==> src/rtl/snn_pkg.sv <==
// Shared types and arithmetic helpers for the spiking-layer scheduler.
// Membranes are signed 8-bit values; all arithmetic saturates to that range.
package snn_pkg;

  localparam int MEM_W = 8;

  typedef logic signed [MEM_W-1:0] mem_t;

  typedef enum logic [2:0] {
    S_IDLE,
    S_LEAK,
    S_ACCUM,
    S_FIRE,
    S_DONE
  } state_t;

  localparam mem_t MEM_MAX = mem_t'(2 ** (MEM_W - 1) - 1);
  localparam mem_t MEM_MIN = mem_t'(-(2 ** (MEM_W - 1)));

  // Overflow shows up as disagreement between the two top bits of the wide sum.
  function automatic mem_t sat_add8(input mem_t a, input mem_t b);
    logic signed [MEM_W:0] s;
    s = {a[MEM_W-1], a} + {b[MEM_W-1], b};
    if (s[MEM_W] != s[MEM_W-1]) return s[MEM_W] ? MEM_MIN : MEM_MAX;
    return s[MEM_W-1:0];
  endfunction

  // 0.75 leak; the two shifted terms can never overflow the membrane width.
  function automatic mem_t leak75(input mem_t v);
    return (v >>> 1) + (v >>> 2);
  endfunction

endpackage

==> src/rtl/snn_leak_alu.sv <==
// Shared combinational datapath: leak, gated saturating add and threshold compare.
module snn_leak_alu
  import snn_pkg::*;
#(
  parameter logic signed [MEM_W-1:0] THRESH = 8'sd64
) (
  input  logic signed [MEM_W-1:0] v,
  input  logic signed [MEM_W-1:0] w,
  input  logic                    add_en,
  output logic signed [MEM_W-1:0] leak_v,
  output logic signed [MEM_W-1:0] acc_v,
  output logic                    fire
);

  assign leak_v = leak75(v);
  assign acc_v  = add_en ? sat_add8(v, w) : v;
  assign fire   = (v >= THRESH);

endmodule

==> src/rtl/snn_layer_scheduler.sv <==
// Time-multiplexed leaky-integrate-and-fire layer controller with membrane register file.
// Define SNN_REFRACTORY_EN to hold each neuron silent for REFRACT timesteps after it fires.
module snn_layer_scheduler
  import snn_pkg::*;
#(
  parameter int                      N_NEURONS = 4,
  parameter int                      N_INPUTS  = 4,
  parameter logic signed [MEM_W-1:0] THRESH    = 8'sd64,
  parameter int                      REFRACT   = 2
) (
  input  logic                                    clk,
  input  logic                                    rst,
  input  logic                                    start,
  input  logic [N_INPUTS-1:0]                     in_spk,
  input  logic                                    clr_mem,
  output logic                                    w_rd,
  output logic [$clog2(N_NEURONS*N_INPUTS)-1:0]   w_addr,
  input  logic signed [MEM_W-1:0]                 w_data,
  output logic                                    busy,
  output logic                                    done,
  output logic [N_NEURONS-1:0]                    out_spk
);

  localparam int NW = (N_NEURONS > 1) ? $clog2(N_NEURONS) : 1;
  localparam int IW = (N_INPUTS > 1) ? $clog2(N_INPUTS) : 1;
  localparam logic [NW-1:0] N_LAST = NW'(N_NEURONS - 1);
  localparam logic [IW-1:0] I_LAST = IW'(N_INPUTS - 1);

  state_t                   state;
  logic [NW-1:0]            n;
  logic [IW-1:0]            i;
  logic [N_INPUTS-1:0]      spk_lat;
  logic [N_NEURONS-1:0]     spk_vec;
  logic signed [MEM_W-1:0]  mem [N_NEURONS];
  logic signed [MEM_W-1:0]  leak_v, acc_v;
  logic                     fire;
  logic                     held;

  snn_leak_alu #(.THRESH(THRESH)) u_alu (
    .v      (mem[n]),
    .w      (w_data),
    .add_en (spk_lat[i]),
    .leak_v (leak_v),
    .acc_v  (acc_v),
    .fire   (fire)
  );

`ifdef SNN_REFRACTORY_EN
  localparam int RW = ($clog2(REFRACT + 1) > 2) ? $clog2(REFRACT + 1) : 2;
  logic [RW-1:0] refr [N_NEURONS];

  assign held = (refr[n] != '0);

  always_ff @(posedge clk or negedge rst) begin
    if (!rst) begin
      for (int k = 0; k < N_NEURONS; k++) refr[k] <= '0;
    end else if (state == S_IDLE && clr_mem) begin
      for (int k = 0; k < N_NEURONS; k++) refr[k] <= '0;
    end else if (state == S_FIRE) begin
      if (held)      refr[n] <= refr[n] - 1'b1;
      else if (fire) refr[n] <= RW'(REFRACT);
    end
  end
`else
  assign held = 1'b0;
`endif

  // NOTE: all state below is sequential, so every assignment is non-blocking.
  always_ff @(posedge clk or negedge rst) begin
    if (!rst) begin
      state   <= S_IDLE;
      n       <= '0;
      i       <= '0;
      spk_lat <= '0;
      spk_vec <= '0;
      out_spk <= '0;
      busy    <= 1'b0;
      done    <= 1'b0;
      w_rd    <= 1'b0;
      w_addr  <= '0;
      // NOTE: the membrane file is small and must read as zero after reset, so it is reset explicitly.
      for (int k = 0; k < N_NEURONS; k++) mem[k] <= '0;
    end else begin
      done <= 1'b0;
      unique case (state)
        S_IDLE: begin
          if (clr_mem) begin
            for (int k = 0; k < N_NEURONS; k++) mem[k] <= '0;
          end else if (start) begin
            spk_lat <= in_spk;
            n       <= '0;
            i       <= '0;
            busy    <= 1'b1;
            w_rd    <= 1'b1;
            w_addr  <= '0;
            state   <= S_LEAK;
          end
        end
        S_LEAK: begin
          mem[n] <= held ? '0 : leak_v;
          i      <= '0;
          w_rd   <= (N_INPUTS > 1);
          if (N_INPUTS > 1) w_addr <= w_addr + 1'b1;
          state  <= S_ACCUM;
        end
        S_ACCUM: begin
          mem[n] <= held ? '0 : acc_v;
          // Weight addresses are contiguous across neurons, so the address just counts up.
          w_rd   <= (int'(i) + 2 < N_INPUTS);
          if (int'(i) + 2 < N_INPUTS) w_addr <= w_addr + 1'b1;
          if (i == I_LAST) state <= S_FIRE;
          else             i     <= i + 1'b1;
        end
        S_FIRE: begin
          if (held) begin
            mem[n] <= '0;
          end else if (fire) begin
            spk_vec[n] <= 1'b1;
            mem[n]     <= '0;
          end
          if (n == N_LAST) begin
            state <= S_DONE;
          end else begin
            n      <= n + 1'b1;
            w_rd   <= 1'b1;
            w_addr <= w_addr + 1'b1;
            state  <= S_LEAK;
          end
        end
        S_DONE: begin
          out_spk <= spk_vec;
          spk_vec <= '0;
          done    <= 1'b1;
          busy    <= 1'b0;
          state   <= S_IDLE;
        end
        default: state <= S_IDLE;
      endcase
    end
  end

endmodule

==> config.mk <==
export PLATFORM = sky130hd
export DESIGN_NAME = snn_layer_scheduler
export DESIGN_NICKNAME = d
export VERILOG_FILES = /design/src/rtl/snn_pkg.sv /design/src/rtl/snn_leak_alu.sv /design/src/rtl/snn_layer_scheduler.sv
export SDC_FILE = /design/constraint.sdc
export NUM_CORES = 1
export LEC_CHECK = 0
export BUFFER_PORTS_ARGS = -buffer_cell sky130_fd_sc_hd__buf_2
export CORE_UTILIZATION = 52
export CTS_BUF_LIST = sky130_fd_sc_hd__clkbuf_4
export DETAILED_ROUTE_END_ITERATION = 12
export PLACE_DENSITY = 0.76
export SETUP_SLACK_MARGIN = 0.2
export SLEW_MARGIN = 20
export SYNTH_ARGS = -nofsm -noshare
export SYNTH_HDL_FRONTEND = slang
export SYNTH_SLANG_ARGS = --single-unit
==> constraint.sdc <==
create_clock -name clk -period 6.5 [get_ports clk]
set_clock_uncertainty 0.05 [all_clocks]
set_input_delay 1.3 -clock clk [delete_from_list [all_inputs] [get_ports clk]]
set_output_delay 1.3 -clock clk [all_outputs]
set_load 0.02 [all_outputs]
==> impl_metrics.tcl <==
set metrics [dict create \
    vias 3746 \
    r2r_start "n[0]" \
    fin_area_mm2 0.00450 \
    placed_area_mm2 0.00433 \
    holdPathStages 2 \
    yosysWarnings 0 \
    final_common_cell "nand2_1" \
    min_to "mem[19]" \
    ctsResizeCount 0 \
    cts_tree "done" \
    synth_edf_count 0 \
    arrival_ns 4.18 \
    port_buffers 26 \
    grt_pass1_vias 3575 \
    ys_top_cells_by_area "dfrtp_1 35%, ha_1 6.3%, nand2_1 5.6%" \
    crit_chain "mux4_2 > ha_1 > a21oi_1 > nand2_1 > o21ai_1 > o21ai_0 > nand4_1 > o2111ai_1" \
    clock_sinks 58 \
    final-setup-viol-count 0 \
    cts_buffers 9 \
    drtIter0Drc 319 \
    r2r_setup_slack_ns 2.57 \
    critPathKind "register to register" \
    ys_seq_area_share_pct 35.0 \
    max_freq_ghz 0.254 \
    ant_nets 0 \
    max_stage_delay_ns 0.84 \
    io_pins 27 \
    totalWireLength_um 10400 \
    power.internal_w 0.00112 \
    synthArstFlopShare_pct 100 \
    final_layout_size_suffix_gt1_share_pct 15.5 \
    min_period_ns 3.93 \
    required_ns 6.75 \
    initial_core_util_pct 53.7 \
    leakagePower_nw 1.95 \
    clock_latency_ns 0.44 \
    fin_tns_setup_ns 0 \
    swShare_pct 51.3 \
    hold_buffers 0 \
    overflow 0 \
    drt_pass1_iterations 5 \
    relSlewSlack_pct 45.3 \
    synthCells 461 \
    n_fill_cell 675 \
    crit_family "compound AO/OA/AOI/OAI gates" \
    grt_use_total_pct 27.2 \
    fp.dieW_um 91.3 \
    dp_hpwl_um 7430 \
    crit_buf_inv 0 \
    cts_setup_buffers 0 \
    clock_path_buffers 2 \
    startpoint_type "register" \
    synth_top_area_share_pct 35.0 \
    synth.net_count 500 \
    post_drt_wl_per_cell_um 17.8 \
    setup_ws_ns 2.57 \
    pre_cts_ws_ns 2.54 \
    antenna_found_initial 0 \
    syn2layout_area_growth_pct 8.45 \
    grt_max_degree 59 \
    synth.avg_cell_area_um2 9.00 \
    dieArea_mm2 0.00834 \
    core-area_mm2 0.00773 \
    worst-path-max-fanout 13 \
    reg2reg_depth 8 \
    viasPerCell 6.39 \
    worstMarginPinSlew_ns 0.820 \
    final_cell_mix "62 x nand2_1, 58 x dfrtp_1, 30 x nor2_1" \
    syn_area_mm2 0.00415 \
    power_frac_seq_pct 24.7 \
    synth_top_area_cell "dfrtp_1" \
    drc_errors 0 \
    reg2reg_to "mem[22]" \
    p_per_area_mw_per_mm2 512 \
    num-nets-final 518 \
    comb_power_share_pct 61.4 \
    ys_ff_latch 58 \
    synthFlopType "dfrtp_1" \
    max-vdd-ir-drop_mv 0.284 \
    critPathSlowestCell "dfrtp_1" \
    place_congestion 0.906 \
    rsz0062_at_grt "no" \
    yosysUniqueCellTypes 63 \
    num_antenna_cells 0 \
    clockPowerShare_pct 14.0 \
    fin_crit_sh_pct 60.5 \
    switching_power_w 0.00118 \
    status "finished, final reports clean" \
    slew_violations 0 \
    fp-row-count 32 \
    hold_viol_final 0 \
    clockRootBuffer "clkbuf_4" \
    h-tree-depth 3 \
    path_clk_slew_ns 0.11 \
    grt_pass1_wl_um 17700 \
    hp-class "register to register" \
    hp-start "mem[19]" \
    endpoint_kind "register" \
    cap_violations 0 \
    die_h_um 91.3 \
]
-- area by class of cell --
cell class                 instances  area [um^2]  area share (%)
tap                              102          128            2.84
inverter                          21         78.8            1.75
clock buffer                       9         67.6            1.50
clock inverter                     7          103            2.28
multi-input combinational        362         2530            56.3
sequential                        58         1450            32.3
timing repair buffer              27          138            3.06
-- state kept, by name (all words and copies together) (netlist names), 2 cells and up --
signal,count
w_addr,4
state,3
i,2
n,2
out_spk,4
spk_lat,4
mem,32
spk_vec,4
-- metal layers --
metal,part of all wire (%),vias up,track usage [%]
met5,0,-,0
met4,2.4,0,12.4
li1,-,1766,-
met1,45,1796,37.4
met3,7.0,32,5.11
met2,46,152,41.5
-- cells in the mapped netlist (6+ instances only) --
cell	number
ha_1	21
o2111ai_1	8
mux2_2	8
dfrtp_1	58
nor3_1	9
nor4_1	9
o31ai_1	14
nand2b_1	12
a21oi_1	25
nand4_1	6
o21ai_0	29
nor2b_1	8
o21ai_1	6
nand2_1	62
clkbuf_1	14
nor2_1	31
o21a_1	6
inv_1	20
mux4_2	9
-- cell families (layout without fill, tap and decap cells) --
| logic type | Yosys count | after routing | share of synthesized area (%) |
|---|---|---|---|
| AO/OA/AOI/OAI | 147 | 147 | 25.1 |
| buffers and inverters | 41 | 64 | 4.01 |
| flip-flops | 58 | 58 | 35.0 |
| multiplexers | 20 | 20 | 7.78 |
| XOR/XNOR | 6 | 6 | 1.27 |
| adder cells (fa/ha/maj) | 23 | 23 | 7.30 |
| AND/OR/NAND/NOR | 166 | 166 | 19.6 |
-- tightest hold or removal path: stages, from the launching register on --
cell	delay (ns)
dfrtp_1	0.36
nand2_1	0.05
o31ai_1	0.05
-- per-stage QoR --
stage	cells	utilization, %	hold WS, ns	total power (W)
2_1_floorplan	461	-	0.393	0.00163
3_3_place_gp	570	56.0	0.404	0.00192
3_5_place_dp	570	56.0	0.417	0.00196
4_1_cts	586	58.2	0.442	0.00228
5_1_grt	586	58.2	0.475	0.00248
6_report	586	58.2	0.433	0.00230
-- power groups by stage --
stage	Clock, W	Combinational [W]	Sequential (W)
after detailed placement	0	0.00138	0.000575
after floorplan	0	0.00110	0.000535
final	0.000322	0.00141	0.000569
after global routing	0.000338	0.00155	0.000588
after CTS	0.000325	0.00139	0.000567
after global placement	0	0.00135	0.000571
-- how the worst max path moves through the flow --
stage / start / to / slack, ns / cells past startpoint
floorplan: w_data[0] / mem[17] / 3.12 / 9
global placement: w_data[0] / mem[1] / 2.67 / 10
detailed placement: w_data[0] / mem[1] / 2.54 / 10
CTS: n[0] / mem[1] / 2.65 / 8
global route: n[0] / mem[1] / 2.27 / 8
finish: n[0] / mem[22] / 2.57 / 8
Power figures use the tool's default switching activity.
